## src/rtl/load_use_scoreboard.sv

```systemverilog
// ---------------------------------------------------------------------------
// load_use_scoreboard
//
// Sits beside the decode stage of a 5-stage MIPS pipeline. It decodes the
// D-stage instruction into load/store class, access size and signedness,
// remembers the destination registers of loads that recently left D, and
// raises a load-use stall when the D instruction reads one of them before
// the loaded value can be forwarded. A saturating counter records the
// number of stalled cycles for performance statistics.
//
// Parameters:
//   LOAD_LATENCY    cycles a dependent instruction must hold in D after the
//                   producing load left D (1 = forwarding from W into E);
//                   legal range 1..4
//   REG_ADDR_WIDTH  register index width
//   COUNT_WIDTH     width of stall_count (at least 2)
//
// Ports:
//   clk              clock, all state on the rising edge
//   reset            asynchronous active-low reset
//   instruction_d    instruction currently in D
//   valid_d          instruction_d is real (0 = bubble)
//   flush            squash all tracking and the D instruction this cycle
//   stall            hold D and F this cycle; E receives a bubble
//   is_load          D instruction is lb/lbu/lh/lhu/lw
//   is_store         D instruction is sb/sh/sw
//   access_size      0 byte, 1 half, 2 word; 0 when not a memory op
//   access_unsigned  1 for lbu/lhu only
//   stall_count      saturating count of cycles with stall = 1
// ---------------------------------------------------------------------------
module load_use_scoreboard #(
    parameter int LOAD_LATENCY   = 1,
    parameter int REG_ADDR_WIDTH = 5,
    parameter int COUNT_WIDTH    = 16
) (
    input  logic                   clk,
    input  logic                   reset,
    input  logic [31:0]            instruction_d,
    input  logic                   valid_d,
    input  logic                   flush,
    output logic                   stall,
    output logic                   is_load,
    output logic                   is_store,
    output logic [1:0]             access_size,
    output logic                   access_unsigned,
    output logic [COUNT_WIDTH-1:0] stall_count
);

    // Primary opcodes this block cares about.
    localparam logic [5:0] OP_RTYPE = 6'b000000;
    localparam logic [5:0] OP_J     = 6'b000010;
    localparam logic [5:0] OP_JAL   = 6'b000011;
    localparam logic [5:0] OP_BEQ   = 6'b000100;
    localparam logic [5:0] OP_BNE   = 6'b000101;
    localparam logic [5:0] OP_LUI   = 6'b001111;
    localparam logic [5:0] OP_LB    = 6'b100000;
    localparam logic [5:0] OP_LH    = 6'b100001;
    localparam logic [5:0] OP_LW    = 6'b100011;
    localparam logic [5:0] OP_LBU   = 6'b100100;
    localparam logic [5:0] OP_LHU   = 6'b100101;
    localparam logic [5:0] OP_SB    = 6'b101000;
    localparam logic [5:0] OP_SH    = 6'b101001;
    localparam logic [5:0] OP_SW    = 6'b101011;

    localparam logic [1:0] SIZE_BYTE = 2'd0;
    localparam logic [1:0] SIZE_HALF = 2'd1;
    localparam logic [1:0] SIZE_WORD = 2'd2;

    localparam logic [REG_ADDR_WIDTH-1:0] REG_ZERO  = {REG_ADDR_WIDTH{1'b0}};
    localparam logic [COUNT_WIDTH-1:0]    COUNT_MAX = {COUNT_WIDTH{1'b1}};
    localparam logic [COUNT_WIDTH-1:0]    COUNT_ONE = {{(COUNT_WIDTH-1){1'b0}}, 1'b1};

    // Instruction fields. The register indices sit at the usual MIPS
    // positions; REG_ADDR_WIDTH only sets how many bits are compared.
    logic [5:0]                opcode_s;
    logic [REG_ADDR_WIDTH-1:0] rs_s;
    logic [REG_ADDR_WIDTH-1:0] rt_s;
    logic                      unused_bits_s;

    assign opcode_s      = instruction_d[31:26];
    assign rs_s          = instruction_d[21 +: REG_ADDR_WIDTH];
    assign rt_s          = instruction_d[16 +: REG_ADDR_WIDTH];
    assign unused_bits_s = ^instruction_d[15:0];

    // Ungated decode results.
    logic       dec_load_s;
    logic       dec_store_s;
    logic [1:0] dec_size_s;
    logic       dec_unsigned_s;
    logic       use_rs_s;
    logic       use_rt_s;

    // Tracker: bit/slot 0 is the youngest load.
    logic [LOAD_LATENCY-1:0]                     ent_v_r;
    logic [LOAD_LATENCY-1:0][REG_ADDR_WIDTH-1:0] ent_dst_r;

    logic                   hazard_s;
    logic                   insert_s;
    logic [COUNT_WIDTH-1:0] stall_count_r;

    // Memory-operation decode of the D opcode.
    always_comb begin
        dec_load_s     = 1'b0;
        dec_store_s    = 1'b0;
        dec_size_s     = SIZE_BYTE;
        dec_unsigned_s = 1'b0;
        case (opcode_s)
            OP_LB: begin
                dec_load_s = 1'b1;
            end
            OP_LBU: begin
                dec_load_s     = 1'b1;
                dec_unsigned_s = 1'b1;
            end
            OP_LH: begin
                dec_load_s = 1'b1;
                dec_size_s = SIZE_HALF;
            end
            OP_LHU: begin
                dec_load_s     = 1'b1;
                dec_size_s     = SIZE_HALF;
                dec_unsigned_s = 1'b1;
            end
            OP_LW: begin
                dec_load_s = 1'b1;
                dec_size_s = SIZE_WORD;
            end
            OP_SB: begin
                dec_store_s = 1'b1;
            end
            OP_SH: begin
                dec_store_s = 1'b1;
                dec_size_s  = SIZE_HALF;
            end
            OP_SW: begin
                dec_store_s = 1'b1;
                dec_size_s  = SIZE_WORD;
            end
            default: begin
                dec_load_s     = 1'b0;
                dec_store_s    = 1'b0;
                dec_size_s     = SIZE_BYTE;
                dec_unsigned_s = 1'b0;
            end
        endcase
    end

    // Which source fields the D instruction actually reads.
    always_comb begin
        use_rs_s = 1'b1;
        use_rt_s = 1'b0;
        case (opcode_s)
            OP_J, OP_JAL, OP_LUI: begin
                use_rs_s = 1'b0;
            end
            OP_RTYPE, OP_BEQ, OP_BNE, OP_SB, OP_SH, OP_SW: begin
                use_rt_s = 1'b1;
            end
            default: begin
                use_rs_s = 1'b1;
                use_rt_s = 1'b0;
            end
        endcase
    end

    // Decode outputs qualified by valid_d; bubbles decode as nothing.
    always_comb begin
        is_load         = valid_d & dec_load_s;
        is_store        = valid_d & dec_store_s;
        access_size     = (valid_d & (dec_load_s | dec_store_s)) ? dec_size_s : SIZE_BYTE;
        access_unsigned = valid_d & dec_unsigned_s;
    end

    // Compare used sources against every valid in-flight load destination.
    // $0 is excluded explicitly even though it is never inserted.
    always_comb begin
        hazard_s = 1'b0;
        for (int i = 0; i < LOAD_LATENCY; i++) begin
            if (ent_v_r[i] &&
                ((use_rs_s && (rs_s != REG_ZERO) && (rs_s == ent_dst_r[i])) ||
                 (use_rt_s && (rt_s != REG_ZERO) && (rt_s == ent_dst_r[i])))) begin
                hazard_s = 1'b1;
            end else begin
                hazard_s = hazard_s;
            end
        end
        hazard_s = hazard_s & valid_d;
    end

    // Flush wins over a stall; the reset term keeps stall low while the
    // tracker is being cleared asynchronously.
    assign stall = hazard_s & ~flush & reset;

    // A load is only recorded once it actually leaves D.
    assign insert_s = valid_d & dec_load_s & (rt_s != REG_ZERO) & ~stall & ~flush;

    // Tracker shift register: one slot per cycle of load latency; the
    // oldest slot falls off the end every cycle.
    always_ff @(posedge clk or negedge reset) begin
        if (!reset) begin
            ent_v_r   <= {LOAD_LATENCY{1'b0}};
            ent_dst_r <= {LOAD_LATENCY{REG_ZERO}};
        end else if (flush) begin
            ent_v_r   <= {LOAD_LATENCY{1'b0}};
            ent_dst_r <= {LOAD_LATENCY{REG_ZERO}};
        end else begin
            for (int i = LOAD_LATENCY - 1; i > 0; i--) begin
                ent_v_r[i]   <= ent_v_r[i-1];
                ent_dst_r[i] <= ent_dst_r[i-1];
            end
            ent_v_r[0]   <= insert_s;
            ent_dst_r[0] <= insert_s ? rt_s : REG_ZERO;
        end
    end

    // Saturating stall-cycle counter.
    always_ff @(posedge clk or negedge reset) begin
        if (!reset) begin
            stall_count_r <= {COUNT_WIDTH{1'b0}};
        end else if (stall && (stall_count_r != COUNT_MAX)) begin
            stall_count_r <= stall_count_r + COUNT_ONE;
        end else begin
            stall_count_r <= stall_count_r;
        end
    end

    assign stall_count = stall_count_r;

endmodule

```

## config.mk

```make
export PLATFORM = sky130hd
export DESIGN_NAME = load_use_scoreboard
export DESIGN_NICKNAME = d
export VERILOG_FILES = /design/src/rtl/load_use_scoreboard.sv
export SDC_FILE = /design/constraint.sdc
export NUM_CORES = 1
export LEC_CHECK = 0
export BUFFER_PORTS_ARGS = -buffer_cell sky130_fd_sc_hd__buf_2
export CAP_MARGIN = 10
export CORE_ASPECT_RATIO = 0.8
export CORE_MARGIN = 2
export CORE_UTILIZATION = 43
export CTS_BUF_LIST = sky130_fd_sc_hd__clkbuf_8
export DETAILED_ROUTE_END_ITERATION = 7
export HOLD_SLACK_MARGIN = 0.05
export PLACE_DENSITY = 0.88
export SLEW_MARGIN = 10
export SYNTH_ARGS = -nofsm -noshare
export SYNTH_HDL_FRONTEND = slang
export SYNTH_SLANG_ARGS = --single-unit
```

## constraint.sdc

```tcl
create_clock -name clk -period 2 [get_ports clk]
set_input_delay 0.4 -clock clk [delete_from_list [all_inputs] [get_ports clk]]
set_output_delay 0.4 -clock clk [all_outputs]
set_load 0.1 [all_outputs]
```

==> results by group, run 1 <==
Status
  – Run status: finished, violations left
  – Failing checks: negative setup slack

Power and ir drop
  – Combinational power share: between 10 and 15%
  – Clk pwr share: 35.6%
  – Leakage Power: 0.977 nW
  – Internal power: 672 uW
  – Maximum VDD drop: ~0.00034 V
  – Sequential power share: 51.5%
  – Net load switching power: 194 uW
  – Pwr per Cell Area: approximately 420 nW/um^2
  – Sw Ratio: 22.4%

GRT
  – Antenna violations before repair: 0
  – GRT overflow: 0
  – Largest net degree at the start of global routing: 23
  – GRT Total Usage: between 20% and 30%
  – Vias in the first global route: between 1000 and 1500
  – First-pass GRT wire length: 5380 um

Timing
  – Max-slew headroom: 67.7%
  – Setup TNS: -5.12 ns
  – Final Hold Viols: 0
  – RSZ-0062 raised after global routing: yes
  – Final hold slack: 0.148 ns
  – Setup Skew: 0.00284 ns
  – Fin crit period: 2.42 ns
  – Final number of max-transition violations: 0
  – Final setup margin: -0.424 ns
  – Final Cycle Share: 121%
  – Tightest Pin Transition: 0.488 ns
  – Final setup fails: 22
  – Fmax: 413 MHz

Route
  – Routed met3 length: 187 um
  – Vias: 1138
  – Met1 wire length: 1300 um
  – DR WL/cell: 13.8 um
  – DRC: 0
  – Post-DRT Antenna Nets: 0
  – DRT iter0 DRCs: between 40 and 50
  – Met2 WL post-DR: about 1600 um
  – Drt total wl: 3120 um
  – DRT Pass-1 Iters: 4
  – Via-per-instance ratio: around 5
  – Highest routed layer: met4

Worst setup path
  – WP data required: ~1.6 ns
  – Crit path from: ent_dst_r[0]$_DFF_PN0_
  – CP max FO: 2
  – R2r setup slk: -0.33 ns
  – Worst setup SP type: register
  – Crit. End Element: output port
  – Worst path arrival time: 2.02 ns
  – Critical register-to-register path startpoint: ent_dst_r[0]$_DFF_PN0_
  – Critical path type: reg2out

Run
  – Max-cap violations: 0

Clocking
  – H-Tree Depth: 1
  – CTS clk-pin slew, worst paths: approximately 0.070 ns
  – Post-CTS Hold Fix Bufs: 0
  – Num CTS Buffers: 3
  – CTS tree: yes
  – Clock Sinks: 22
  – Clock latency reported for the late side of the worst-skew pair: 0.26 ns
  – Max clock buf depth: 2
  – Clk root buf: clkbuf_8

Cells and area
  – Layout cells sized above 1: 64.0%
  – Synthesis-to-finish area growth: 70.3%
  – Nets: 227
  – N_diodes: 0
  – Fin area: 2050 um^2

Yosys
  – Yosys reg bits: 22
  – Synth top area share: 45.6%
  – YS warnings: 0
  – Most frequent cell after synthesis: dfrtp_1
  – Main synth FF type: dfrtp_1
  – Syn avg cell area: 10.3 um^2
  – Number of synthesized flops with an enable pin: 0
  – Synth Instances: 117
  – Post-synthesis sequential area ratio: 45.6%
  – Most frequent cells after synthesis: dfrtp_1, xnor2_1, nand2_1, xor2_1
  – Syn Nets: 154
  – Area leader, netlist: dfrtp_1
  – Synth cell types: 34
  – Ys async rst share: 100%
  – Post-Syn Area: roughly 1200 um^2
  – Top post-synthesis cells by area: dfrtp_1, xnor2_1, xor2_1

Worst hold path
  – Worst hold path class: in2async

Floorplan
  – IO Pins: 58
  – Core Region: between 2000 and 3000 um^2
  – Initial core utilization: 44.3%
  – Die Y-Extent: between 50 and 60 um
  – Area of the die: 3250 um^2
  – Site Rows: 17
  – Die W: 63.2 um

Place
  – PortBufs: 41
  – Final GP Congestion: 0.800
  – Dpl hpwl: 2380 um
  – Dpl ws: -0.327 ns
  – Post-Place Cell Area: 1890 um^2
[critical path, cell delays in order, from the launching register on]
cell and delay, ns:
dfrtp_1 0.39, xor2_1 0.15, or4_4 0.52, a2111o_1 0.34, buf_6 0.15, nand2_8 0.05, buf_12 0.16
[registers in the layout, summed over array words and instances, names as in the netlist]
name and count:
ent_dst_r 5, ent_v_r 1, stall_count 16
[cell type report]
type | instances | area [um^2]
clock buffer | 4 | 55.1
fill | 207 | 668
inverter | 1 | 3.75
multi-input combinational | 91 | 818
sequential | 22 | 572
tap | 38 | 47.5
timing repair buffer | 71 | 558
[power groups by stage]
stage	sequential [mW]	clock, mW	combinational [mW]
4_1_cts	0.446	0.317	0.112
5_1_grt	0.446	0.344	0.123
3_3_place_gp	0.455	0	0.107
6_report	0.446	0.308	0.112
3_5_place_dp	0.455	0	0.111
2_1_floorplan	0.456	0	0.0393
[cells in the final DEF, fill, tap and decap left out, types with 3 or more instances in the layout]
| cell | instances |
|---|---|
| nand2_1 | 8 |
| and2_1 | 5 |
| nand2_2 | 5 |
| and3_1 | 4 |
| nor2_1 | 3 |
| buf_4 | 26 |
| dfrtp_1 | 9 |
| dfrtp_2 | 11 |
| nor3_2 | 3 |
| buf_2 | 35 |
| nand3_2 | 3 |
| clkbuf_8 | 4 |
| nand4_1 | 6 |
| xor2_1 | 8 |
| buf_12 | 7 |
| xnor2_1 | 11 |
| xnor2_2 | 5 |
[layer usage]
layer | vias to the layer above | global-route usage [%]
met5 | - | 0
met4 | 0 | 6.52
li1 | 553 | -
met1 | 535 | 26.4
met3 | 4 | 3.96
met2 | 46 | 38.8
[path summary, 6_finish.rpt]
| check | end | cells past startpoint |
|---|---|---|
| max in group asynchronous | stall_count[1]$_DFFE_PN0P_ | 2 |
| worst max-delay path | stall | 6 |
| worst min register to register | stall_count[11]$_DFFE_PN0P_ | 1 |
| worst min-delay path | stall_count[6]$_DFFE_PN0P_ | 2 |
| min in group clk | ent_dst_r[1]$_DFF_PN0_ | 2 |
| worst max register to register | stall_count[1]$_DFFE_PN0P_ | 7 |
[through the flow]
| stage | instances | utilization (%) | power [mW] |
|---|---|---|---|
| global route | 227 | 75.5 | 0.913 |
| finish | 227 | 75.5 | 0.866 |
| CTS | 227 | 73.9 | 0.874 |
| global placement | 219 | 69.3 | 0.562 |
| detailed placement | 219 | 69.3 | 0.566 |
| floorplan | 117 | - | 0.495 |
[timing repair]
action / CTS / global route
resized for setup: 5 / 8
setup endpoints to repair: 22 / 23
gates cloned: 1 / 0
buffers inserted: 3 / 0
pin swaps: 9 / 4
[cell families after synthesis]
logic type	synth area share, %
mux	0.934
xor+xnor	17.4
simple gates	28.6
flops	45.6
fa+ha+maj	1.04
buf+inv	2.39
compound gates	3.94
(Power assumes the default switching activity.)
==> run 2: changes to the inputs <==
CELL_PAD_IN_SITES_DETAIL_PLACEMENT = 1   (was unset)
CELL_PAD_IN_SITES_GLOBAL_PLACEMENT = 1   (was unset)
CORE_UTILIZATION = 31   (was 43)
PLACE_DENSITY = 0.87   (was 0.88)
==> run 2 against run 1 <==
Compared with the run above: the run still ends with negative setup slack left; critical path depth stayed put; total power increased by 2.2%; routed wire length rose by 20%; utilization is 20 points lower; combinational power increased by 9%; via count grew 3.6%; clock skew is 0.0034 ns higher; die area rose by 36%; fmax rose by 0.59%; critical path type unchanged.
==> results by group, run 2 (synthesized netlist as in run 1, its figures left out) <==
Worst setup path
  – Critical path type: reg2out
  – Worst path arrival time: 2.01 ns
  – Critical register-to-register path startpoint: ent_dst_r[0]$_DFF_PN0_
  – WP data required: 1.60 ns
  – FF-to-FF path depth: 7
  – Crit. End Element: output port
  – R2r setup slk: -0.28 ns
  – Worst setup SP type: register
  – FF-to-FF End: stall_count[1]$_DFFE_PN0P_
  – Crit path from: ent_dst_r[0]$_DFF_PN0_
  – Crit path to: stall
  – CP max FO: 2

Timing
  – Setup Skew: ~0.0062 ns
  – RSZ-0062 raised after global routing: yes
  – Final Cycle Share: 120%
  – Final setup margin: -0.409 ns
  – Final number of max-transition violations: 0
  – Fmax: between 400 and 500 MHz
  – Final setup fails: 23
  – Fin crit period: between 2 and 2.5 ns
  – Final Hold Viols: 0
  – Setup TNS: -5.03 ns
  – Max-slew headroom: 67.2%
  – Tightest Pin Transition: 0.495 ns

Route
  – DRT Pass-1 Iters: 4
  – DR WL/cell: 15.9 um
  – Vias: around 1200
  – Via-per-instance ratio: a little under 5
  – Drt total wl: 3760 um
  – DRC: 0
  – Post-DRT Antenna Nets: 0
  – DRT iter0 DRCs: 16

Power and ir drop
  – Maximum VDD drop: 0.000249 V
  – Leakage Power: 0.969 nW
  – Total power: 886 uW
  – Pwr per Cell Area: 424 nW/um^2

Floorplan
  – Area of the die: between 4000 and 5000 um^2
  – Die Y-Extent: 59.8 um
  – Core Region: between 3000 and 4000 um^2
  – Initial core utilization: 32.1%
  – IO Pins: 58
  – Die W: between 70 and 80 um
  – Site Rows: 20

GRT
  – Vias in the first global route: 1291
  – GRT overflow: 0
  – GRT Total Usage: 17.8%
  – Largest net degree at the start of global routing: 23
  – First-pass GRT wire length: 6000 um
  – Antenna violations before repair: 0

Place
  – Dpl hpwl: 2870 um
  – Placed Instances: 226
  – PortBufs: 41
  – Final GP Congestion: 0.913
  – Dpl ws: -0.384 ns

Cells and area
  – Most frequent cells in the layout: buf_2, buf_4, xnor2_1
  – Layout cells sized above 1: 64.2%
  – N_diodes: 0
  – Nets: 231
  – Utilization after layout: 55.6%
  – Fill cell count: 425
  – Non-filler cells, final: 237
  – Flip-flop and latch area: 572 um^2
  – Max FFs per register: 16
  – Commonest non-fill, non-tap cell in the layout: buf_2
  – Multi-input gate area: 797 um^2
  – Synthesis-to-finish area growth: 73.0%

Status
  – Run status: finished, violations left
  – Failing checks: negative setup slack

Clocking
  – Num CTS Buffers: 3
  – H-Tree Depth: 1
  – CTS clk-pin slew, worst paths: 0.08 ns
  – Clk root buf: clkbuf_8
  – CTS tree: yes
  – Clock Sinks: 22
  – Max clock buf depth: 2
  – Post-CTS Hold Fix Bufs: 0
  – Clock latency reported for the late side of the worst-skew pair: 0.26 ns

Worst hold path
  – Worst hold path class: in2async

Run
  – Max-cap violations: 0
-- run 2: metal layers --
metal	part of all wire, %	global-route usage (%)	wire [um]	up-vias
met5	0	0	0	-
met4	0.80	3.90	30	0
met3	5.5	3.20	208	4
met2	53	33.3	2000	37
met1	40	21.3	1520	580
li1	-	-	-	558
-- run 2: power breakdown --
group	internal [mW]	leakage, nW	switching [mW]
logic	0.0551	0.655	0.0666
clock network	0.175	0.0288	0.143
registers	0.445	0.285	0.000782
total	0.676	0.969	0.210
-- run 2: how the worst min path moves through the flow --
stage          start                     endpoint  slack [ns]  depth (start not counted)
2_1_floorplan  reset       ent_dst_r[0]$_DFF_PN0_        0.10                          0
3_3_place_gp   reset            ent_v_r$_DFF_PN0_        0.42                          2
3_5_place_dp   reset            ent_v_r$_DFF_PN0_        0.43                          2
4_1_cts        reset            ent_v_r$_DFF_PN0_        0.14                          2
5_1_grt        reset  stall_count[13]$_DFFE_PN0P_        0.16                          2
6_report       reset  stall_count[10]$_DFFE_PN0P_        0.13                          2
-- run 2: critical path, stage by stage, from the launching register on --
cell,delay [ns]
dfrtp_1,0.39
xor2_1,0.15
or4_4,0.50
a2111o_1,0.34
buf_6,0.15
nand2_8,0.06
buf_12,0.16
-- run 2: repair_timing --
item                                    CTS  global route
buffers inserted                          3             3
resized for setup                         3            10
endpoints found under the setup margin   22            22
gates cloned                              1             0
pin swaps                                 5             9
-- run 2: stage by stage --
stage	cell area (um^2)	hold WS, ns
6_report	2090	0.133
5_1_grt	2090	0.155
4_1_cts	2030	0.143
3_5_place_dp	1900	0.430
3_3_place_gp	1900	0.424
2_1_floorplan	1360	0.104
-- run 2: cell type report --
| class | count | share of cell area [%] |
|---|---|---|
| repair buffers | 75 | 29.0 |
| clock buffers | 4 | 2.64 |
| flip-flops and latches | 22 | 27.4 |
| well taps | 44 | 2.64 |
| inverters | 1 | 0.180 |
| multi-input cells | 91 | 38.2 |
==> run 3: changes to the inputs <==
CORE_MARGIN = unset   (was 2)
==> run 3 against run 2 <==
Compared with the run above: setup slack worse by 0.013 ns; largest power group unchanged; the run still ends with negative setup slack left; first-iteration DRC count did not move; total power is 4.0% lower.
==> results by group, run 3 (synthesized netlist as in run 1, its figures left out) <==
Clocking
  – Post-CTS Hold Fix Bufs: 0
  – CTS clk-pin slew, worst paths: 0.08 ns
  – Num CTS Buffers: 3
  – H-Tree Depth: 1
  – CTS tree: yes
  – Clk root buf: clkbuf_8
  – Max clock buf depth: 2
  – Clock latency reported for the late side of the worst-skew pair: 0.27 ns
  – Clock Sinks: 22

Power and ir drop
  – Leakage Power: 0.953 nW
  – Combinational power share: a little over an eighth
  – Net load switching power: 215 uW
  – Internal power: 636 uW
  – Clk pwr share: 33.8%
  – Pwr per Cell Area: 416 nW/um^2
  – Maximum VDD drop: 0.000327 V
  – Sequential power share: about 52%
  – Sw Ratio: 25.3%

Route
  – DRC: 0
  – DRT Pass-1 Iters: 4
  – Via-per-instance ratio: around 5.0
  – DR WL/cell: approximately 16 um
  – Drt total wl: 3760 um
  – DRT iter0 DRCs: 16
  – Post-DRT Antenna Nets: 0
  – Vias: ~1200

GRT
  – Antenna violations before repair: 0
  – Largest net degree at the start of global routing: 23
  – GRT Total Usage: 19.4%
  – Vias in the first global route: 1290
  – First-pass GRT wire length: 6070 um
  – GRT overflow: 0

Floorplan
  – Core Region: 3570 um^2
  – Die Y-Extent: between 50 and 60 um
  – Area of the die: 4150 um^2
  – Die W: 71.7 um
  – Initial core utilization: 33.8%
  – Site Rows: 19
  – IO Pins: 58

Cells and area
  – Fill cell count: 399
  – Max FFs per register: 16
  – Nets: 229
  – Synthesis-to-finish area growth: 69.7%
  – Non-filler cells, final: 233
  – Most frequent cells in the layout: buf_2, buf_4, xnor2_1
  – Layout cells sized above 1: 62.3%
  – Commonest non-fill, non-tap cell in the layout: buf_2
  – N_diodes: 0

Timing
  – RSZ-0062 raised after global routing: yes
  – Final Hold Viols: 0
  – Final hold slack: 0.128 ns
  – Setup Skew: 0.00275 ns
  – Max-slew headroom: 67.8%
  – Tightest Pin Transition: 0.486 ns
  – Final number of max-transition violations: 0
  – Final setup fails: 23
  – Final Cycle Share: 121%
  – Fmax: between 400 and 500 MHz
  – Fin crit period: about 2.4 ns
  – Final setup margin: -0.422 ns

Worst setup path
  – Critical path, cell by cell: xor2_1, or4_4, a2111o_1, buf_6, nand2_8, buf_12
  – Worst path arrival time: 2.02 ns
  – CP max FO: 2
  – CP max-delay cell: or4_4
  – Crit. End Element: output port
  – WP data required: 1.60 ns
  – Worst setup SP type: register
  – Slowest stage delay, CP: 0.51 ns
  – Critical path type: reg2out

Worst hold path
  – Worst hold path class: in2async

Place
  – Final GP Congestion: 0.839
  – Dpl hpwl: between 2000 and 3000 um
  – Placed Instances: 223
  – Dpl ws: -0.373 ns
  – PortBufs: 41

Status
  – Failing checks: negative setup slack
  – Run status: finished, violations left

Run
  – Max-cap violations: 0
## run 3: changes by cell type in the layout (fill, tap and decap cells not counted), sizes merged
cell    previous run  this run
buf               74        72
clkbuf             5         4
inv                1         2
## run 3: power groups by stage
stage / clock network, mW / logic [mW] / registers, mW
finish: 0.288 / 0.117 / 0.446
detailed placement: 0 / 0.114 / 0.455
global placement: 0 / 0.107 / 0.455
CTS: 0.299 / 0.115 / 0.446
floorplan: 0 / 0.0393 / 0.456
global route: 0.319 / 0.126 / 0.446
## run 3: per-stage QoR
step	area, um^2	total power, mW	TNS, ns	util [%]
3_5_place_dp	1890	0.569	-6.49	53.0
2_1_floorplan	1360	0.495	-5.99	-
3_3_place_gp	1890	0.563	-5.04	53.0
6_report	2050	0.851	-6.76	57.4
5_1_grt	2050	0.892	-8.96	57.4
4_1_cts	1990	0.859	-6.48	55.7
## run 3: layout make-up
cell class,count,area (um^2),area share [%]
inverters,1,3.75,0.183
clock inverters,1,3.75,0.183
clock buffers,3,41.3,2.02
flip-flops and latches,22,572,27.9
repair buffers,73,583,28.5
well taps,42,52.6,2.57
multi-input cells,91,791,38.6
## run 3: what timing repair did
item	in CTS	in global routing
pin swaps	11	10
setup buffers	2	3
cloned	1	0
gates resized for setup	4	10
endpoints found under the setup margin	22	23
## run 3: per-layer routing
metal	part of all wire (%)	vias up	track usage, %
li1	-	555	-
met2	53	39	36.7
met1	41	566	22.7
met5	0	-	0
met4	1.4	0	5.88
met3	4.3	5	2.96
## run 3: critical path: cells and delay by family (launching register included)
family / cells / cell delay [ns]
xor gates and xnor gates: 1 / 0.15
buffers and inverters: 2 / 0.30
and+or+nand+nor: 2 / 0.56
AOI/OAI and AO/OA: 1 / 0.33
DFF: 1 / 0.39
## run 3: final timing paths
kind	startpoint	to	slack, ns	depth (start not counted)
min in group clk	flush	ent_v_r$_DFF_PN0_	0.36	2
min	reset	stall_count[13]$_DFFE_PN0P_	0.13	2
min reg2reg	stall_count[12]$_DFFE_PN0P_	stall_count[12]$_DFFE_PN0P_	0.49	1
max	ent_dst_r[0]$_DFF_PN0_	stall	-0.42	6
max in group asynchronous	reset	stall_count[0]$_DFFE_PN0P_	1.63	2
max reg2reg	ent_dst_r[0]$_DFF_PN0_	stall_count[1]$_DFFE_PN0P_	-0.38	8
